==> config.mk <==
export PLATFORM = sky130hd
export DESIGN_NAME = warp_table_fifo
export DESIGN_NICKNAME = d
export VERILOG_FILES = /design/src/rtl/warp_table_fifo.sv
export SDC_FILE = /design/constraint.sdc
export NUM_CORES = 1
export LEC_CHECK = 0
export CORE_ASPECT_RATIO = 1.2
export CORE_MARGIN = 2
export CORE_UTILIZATION = 50
export CTS_CLUSTER_SIZE = 24
export DETAILED_ROUTE_END_ITERATION = 10
export PLACE_DENSITY = 0.66
export SLEW_MARGIN = 20
export SYNTH_ARGS = -nofsm -noshare
export SYNTH_HDL_FRONTEND = slang
export SYNTH_SLANG_ARGS = --single-unit
==> constraint.sdc <==
create_clock -name clk -period 7.4 [get_ports clk]
set_clock_uncertainty 0.05 [all_clocks]
set_input_delay 1.11 -clock clk [delete_from_list [all_inputs] [get_ports clk]]
set_output_delay 1.11 -clock clk [all_outputs]
set_load 0.05 [all_outputs]
==> src/rtl/warp_table_fifo.sv <==
// warp_table_fifo: warp-entry FIFO between spawner and scheduler with occupancy,
// write-through when full, synchronous flush and sticky overflow/underflow flags.
module warp_table_fifo #(
    parameter int WIDTH      = 44,
    parameter int DEPTH      = 8,
    parameter int VACANT_MIN = 1
) (
    input  logic                         clk,
    input  logic                         rst,
    input  logic                         flush,
    input  logic                         read_en,
    input  logic                         write_en,
    input  logic [WIDTH-1:0]             write_data,
    output logic [WIDTH-1:0]             read_data,
    output logic                         read_valid,
    output logic                         fifo_empty,
    output logic                         fifo_full,
    output logic                         fifo_vacant,
    output logic [$clog2(DEPTH+1)-1:0]   count,
    output logic                         overflow,
    output logic                         underflow,
    input  logic                         err_clr
);
    localparam int AW = $clog2(DEPTH);
    localparam int CW = $clog2(DEPTH+1);
    localparam logic [CW-1:0] FULL = CW'(DEPTH);
    localparam logic [CW-1:0] VMIN = CW'(VACANT_MIN);

    logic [WIDTH-1:0] mem [DEPTH];
    logic [AW-1:0]    rd_ptr, wr_ptr;
    logic             do_pop, do_push, ovf_set, unf_set;

    assign fifo_empty  = count == '0;
    assign fifo_full   = count == FULL;
    assign fifo_vacant = (FULL - count) >= VMIN;

    // A pop frees the slot the concurrent push needs, so a full FIFO still accepts it.
    assign do_pop  = !flush && read_en && !fifo_empty;
    assign do_push = !flush && write_en && (!fifo_full || do_pop);
    assign ovf_set = !flush && write_en && fifo_full && !read_en;
    assign unf_set = !flush && read_en && fifo_empty;

    always_ff @(posedge clk)
        if (do_push) mem[wr_ptr] <= write_data;

    always_ff @(posedge clk or posedge rst) begin
        if (rst) begin
            rd_ptr     <= '0;
            wr_ptr     <= '0;
            count      <= '0;
            read_data  <= '0;
            read_valid <= 1'b0;
            overflow   <= 1'b0;
            underflow  <= 1'b0;
        end else begin
            read_valid <= do_pop;
            if (do_pop) read_data <= mem[rd_ptr];
            rd_ptr    <= flush ? '0 : do_pop  ? rd_ptr + 1'b1 : rd_ptr;
            wr_ptr    <= flush ? '0 : do_push ? wr_ptr + 1'b1 : wr_ptr;
            count     <= flush ? '0 :
                         (do_push && !do_pop) ? count + 1'b1 :
                         (do_pop && !do_push) ? count - 1'b1 : count;
            overflow  <= ovf_set | (overflow & ~err_clr);
            underflow <= unf_set | (underflow & ~err_clr);
        end
    end
endmodule

# [Word level (Yosys, flattened, before mapping)]
# Memories as Yosys holds them, arrays and structs flattened. A register that Yosys moved wholly into a read port is not among the register bits.
# Index checks and enable logic that the tools add are counted.
[word_totals] reg_bits=13 rom_bits=0 inputBits=50 out_inout_bits=54 ram_bits=352 wordCells=48 mem_count=1 latch_bits=0
[memory_table] memory="mem" depth=8 word_bits=44 read_ports=1 rd_ports_with_merged_regs=1 write_ports=1 line_no="29" source="logic [WIDTH-1:0] mem [DEPTH];"
[op_classes] bitwise=5 n_shift=0 n_addsub=5 multipliers=0 n_eq_ne=1 n_div=0 reduce_logical=20 n_lt_le_gt_ge=1 muxes=9
[op_table] operator="2-to-1 mux 3 bit" n=4
[op_table] operator="2-to-1 mux 4 bit" n=3
[op_table] operator="logical AND 1 bit" n=9
[op_table] operator="adder 3 x 1 -> 3 bit (second input constant)" n=2
[op_table] operator="zero test 1 bit" n=6
[op_table] operator="adder 4 x 1 -> 4 bit (second input constant)" n=1
[op_table] operator="equality test 4 bit (second input constant)" n=1
[op_table] operator=">= comparator 4 x 1 -> 1 bit (second input constant)" n=1
[op_table] operator="zero test 4 bit" n=1
[op_table] operator="nonzero test 2 bit" n=2
[op_table] operator="subtractor 4 x 1 -> 4 bit (second input constant)" n=1
[op_table] operator="subtractor 4 bit (first input constant)" n=1
[op_table] operator="nonzero test 3 bit" n=1
[op_table] operator="bitwise AND 1 bit" n=2
[op_table] operator="2-to-1 mux 1 bit" n=2
[op_table] operator="bitwise OR 1 bit" n=2
[op_table] operator="logical OR 1 bit" n=1
[op_table] operator="NOT 1 bit" n=1

# [Logic depth before layout (Yosys ltp)]
[logic_depth] depth_word=10 ltp_mapped=9 depth_no_buf=9

# [Worst setup path after synthesis]
# No wires, ideal clock.
[synth_path] path_kind="input to register" from="input port write_en" to="memory mem[1][0], enable pin" setup_time_ns=0.555 required_time_ns=6.795 path_stages=5 arrival_time_ns=5.943 path_slack_ns=0.852 path_buffers=1 path_cell_list="clkbuf_1 > inv_1 > nor2_1 > nand2_1 > nor4_1"
[synth_via] elab_chain_cells=4
[synth_lines] item="start, declared" line_no="12" source="input logic write_en,"
[synth_lines] item="logical AND 1 bit (2 in a row)" line_no="39" source="assign do_push = !flush && write_en && (!fifo_full || do_pop);"
[synth_lines] item="2-to-1 mux 1 bit" line_no="44" source="if (do_push) mem[wr_ptr] <= write_data;"
[synth_lines] item="2-to-1 mux 1 bit (not written as such)" line_no="44"
[synth_lines] item="end, declared" line_no="29"
# Every way passes these cells.

# [Final worst setup path]
[layout_path] from="register count[0]" to="output port fifo_empty"
[layout_via] elab_chain_cells=1
[layout_lines] item="start, declared" line_no="19" source="output logic [$clog2(DEPTH+1)-1:0] count,"
[layout_lines] item="start signal, assigned" line_no="60" source="count <= flush ? '0 :"
[layout_lines] item="zero test 4 bit" line_no="33" source="assign fifo_empty = count == '0;"
[layout_lines] item="end, declared" line_no="16" source="output logic fifo_empty,"
# Every way passes these cells.

==> impl_results.md <==
- Vias per std cell: 5.68
- Maximum VDD drop: 0.000169 V
- Number of DRC markers in iteration 0: 492
- Die H: 197 um
- Initial antenna violation count: 3
- Post-cts resize count: 0
- I/O Buffers: 103
- Final-report hold violation count: 0
- Initial core utilization: 0.510
- Pin count of the biggest net entering global routing: 92
- Global Route Usage Sum: 0.194
- CTS tree: yes
- Post-synth ARST share: 0.139
- GPL Wtd Cong: 0.823
- Final nets: 934
- Worst slew pin tran: 1.02 ns
- H-tree levels: 2
- Unrepaired setup endpoints after global routing: false
- MaxCap Viol Count: 0
- Post-detailed-route DRC marker count: 0
- Post-CTS setup-driven buffer insertion count: 0
- Drt first pass iters: 4
- CTS Buf Count: 40
- Clk root buf: clkbuf_16
- Yosys warns: 0
- Min Tclk post-route: 3.64 ns
- Latest clock arrival within the worst-skew pair: 0.53 ns
- CTS Sinks: 409
- Post-synth EDFFs: 352
- Slew Limit Fails: 0
- WL final: 30200 um
- Commonest non-fill, non-tap cells in the layout: 352 x edfxtp_1, 103 x clkdlybuf4s50_1, 88 x mux4_2, 54 x dfrtp_1, 50 x nor2_1
- ANT nets after route: 0
- Mapped Area: 15600 um2
- Critical Path End Type: primary output
- Final Setup Violations: 0
- Layout cell share with drive strength beyond 1: 0.206
- First-pass GRT wire length: 46900 um
- Fmax: 275 MHz
- Wire per inst: 23.0 um
- CP Data Required Time: 6.24 ns
- Die area: 32600 um2
- PwrDens: 349 nW/um2
- Maximum buffer depth of the clock tree: 3
- Cts-stage hold buffer count: 0
- Period utilisation layout: 0.492
- Relative slew slack: 0.322
- Synth cell types: 44
- Reg2reg setup slack: 4.25 ns
- Post-synthesis sequential area ratio: 0.769
- Worst setup path category: register to primary output
- GR Overflow Total: 0
- Core box area: 30600 um2
- Layout Utilization: 0.606
- Site row count: 70
- Worst setup SP type: register
- Most common cell after layout, fill and taps aside: edfxtp_1
- Vias in the first global route: 8145
- Status: completed
- Pleak: 5.93 nW
- Ports: 104
- Syn Area/Cell: 20.7 um2
- CTS clk-pin slew, worst paths: 0.06 ns
- Main synth FF type: edfxtp_1
- Hold Crit Class: register to register
- Die X: 165 um
- Gate Count Post-Synth: 755
- Critical Path AT: 2.48 ns
- CP max FO: 9
- Routed via count: 7439
- Area added between synthesis and finish: 18.8%
- Dpl hpwl: 16900 um
- TNS Setup: 0 ns
- Syn Nets: 810
- Yosys reg bits: 409
==> path summary, 6_finish.rpt <==
check	from	endpoint	depth (start not counted)
max in group asynchronous	rst	rd_ptr[0]	3
setup / recovery	count[0]	fifo_empty	3
hold reg to reg	read_data[28]	read_data[28]	2
hold / removal	read_data[28]	read_data[28]	2
min in group asynchronous	rst	read_data[6]	3
setup reg to reg	count[0]	count[3]	9
==> logic make-up (layout without fill, tap and decap cells) <==
kind of cell / after synthesis / in the layout / synth area share
AND/OR/NAND/NOR: 89 / 89 / 0.0258
buffers and inverters: 48 / 204 / 0.0184
adder cells (fa/ha/maj): 5 / 5 / 0.00449
AO/OA/AOI/OAI: 65 / 65 / 0.0229
other: 0 / 3 / 0
multiplexers: 132 / 132 / 0.155
XOR/XNOR: 7 / 7 / 0.00393
flip-flops: 409 / 409 / 0.769
==> metrics by stage <==
step                power [mW]  instance area [um2]  std cells  setup WS (ns)  hold WS, ns
finish                    6.46                18500       1310           3.76        0.477
global route              6.72                18500       1309           3.53        0.502
CTS                       6.53                18500       1307           3.73        0.485
detailed placement        4.34                17100       1233           3.26        0.472
global placement          4.31                17100       1233           3.31        0.457
floorplan                 3.89                15600        755          0.852        0.510
==> sequential cells by signal, indices dropped and copies added, names as in the netlist <==
| signal | count |
|---|---|
| count | 4 |
| mem | 352 |
| overflow | 1 |
| rd_ptr | 3 |
| read_data | 44 |
| read_valid | 1 |
| underflow | 1 |
| wr_ptr | 3 |
==> power by group <==
| group | total [mW] | internal [mW] | switching [mW] |
|---|---|---|---|
| clock network | 2.19 | 1.36 | 0.828 |
| logic | 1.45 | 0.588 | 0.858 |
| registers | 2.82 | 2.68 | 0.147 |
| total | 6.46 | 4.62 | 1.83 |
==> synthesized netlist by cell type, types with 2 or more instances <==
master | n | share of area
buf_2 | 12 | 0.0039
buf_6 | 11 | 0.0079
nor2_1 | 52 | 0.013
nor3_1 | 7 | 0.0022
nor4_1 | 2 | 0.00080
dfrtp_1 | 57 | 0.091
edfxtp_1 | 352 | 0.68
buf_1 | 3 | 0.00072
mux2i_1 | 44 | 0.028
or2_2 | 3 | 0.0012
a21o_1 | 2 | 0.00096
xnor2_1 | 3 | 0.0017
or3_1 | 2 | 0.00080
o21ai_0 | 2 | 0.00064
nand2_1 | 11 | 0.0026
nand3_1 | 4 | 0.0013
o22ai_1 | 2 | 0.00080
o21ai_1 | 2 | 0.00064
mux4_2 | 88 | 0.13
ha_1 | 4 | 0.0032
inv_1 | 8 | 0.0019
clkbuf_1 | 11 | 0.0026
a21oi_1 | 49 | 0.016
xor2_1 | 4 | 0.0022
==> worst max-delay path: stages, from the launching register on <==
cell	delay [ns]
dfrtp_1	0.47
or4_4	0.62
clkinv_4	0.09
clkdlybuf4s50_1	0.80
==> layer usage <==
layer | GRT usage | vias up | part of all wire
li1 | - | 3295 | -
met5 | 0 | - | 0
met2 | 0.344 | 211 | 0.54
met4 | 0.0599 | 0 | 0.022
met3 | 0.0298 | 45 | 0.047
met1 | 0.247 | 3888 | 0.40
==> area by class of cell <==
cell class	count	area, um2
diodes	3	7.51
clock buffers	52	1090
clock inverters	22	354
fillers	2138	12000
inverters	10	43.8
multi-input cells	298	3370
flip-flops and latches	409	12000
well taps	396	495
repair buffers	120	1160
No activity file was read; power rests on OpenSTA's default activity.
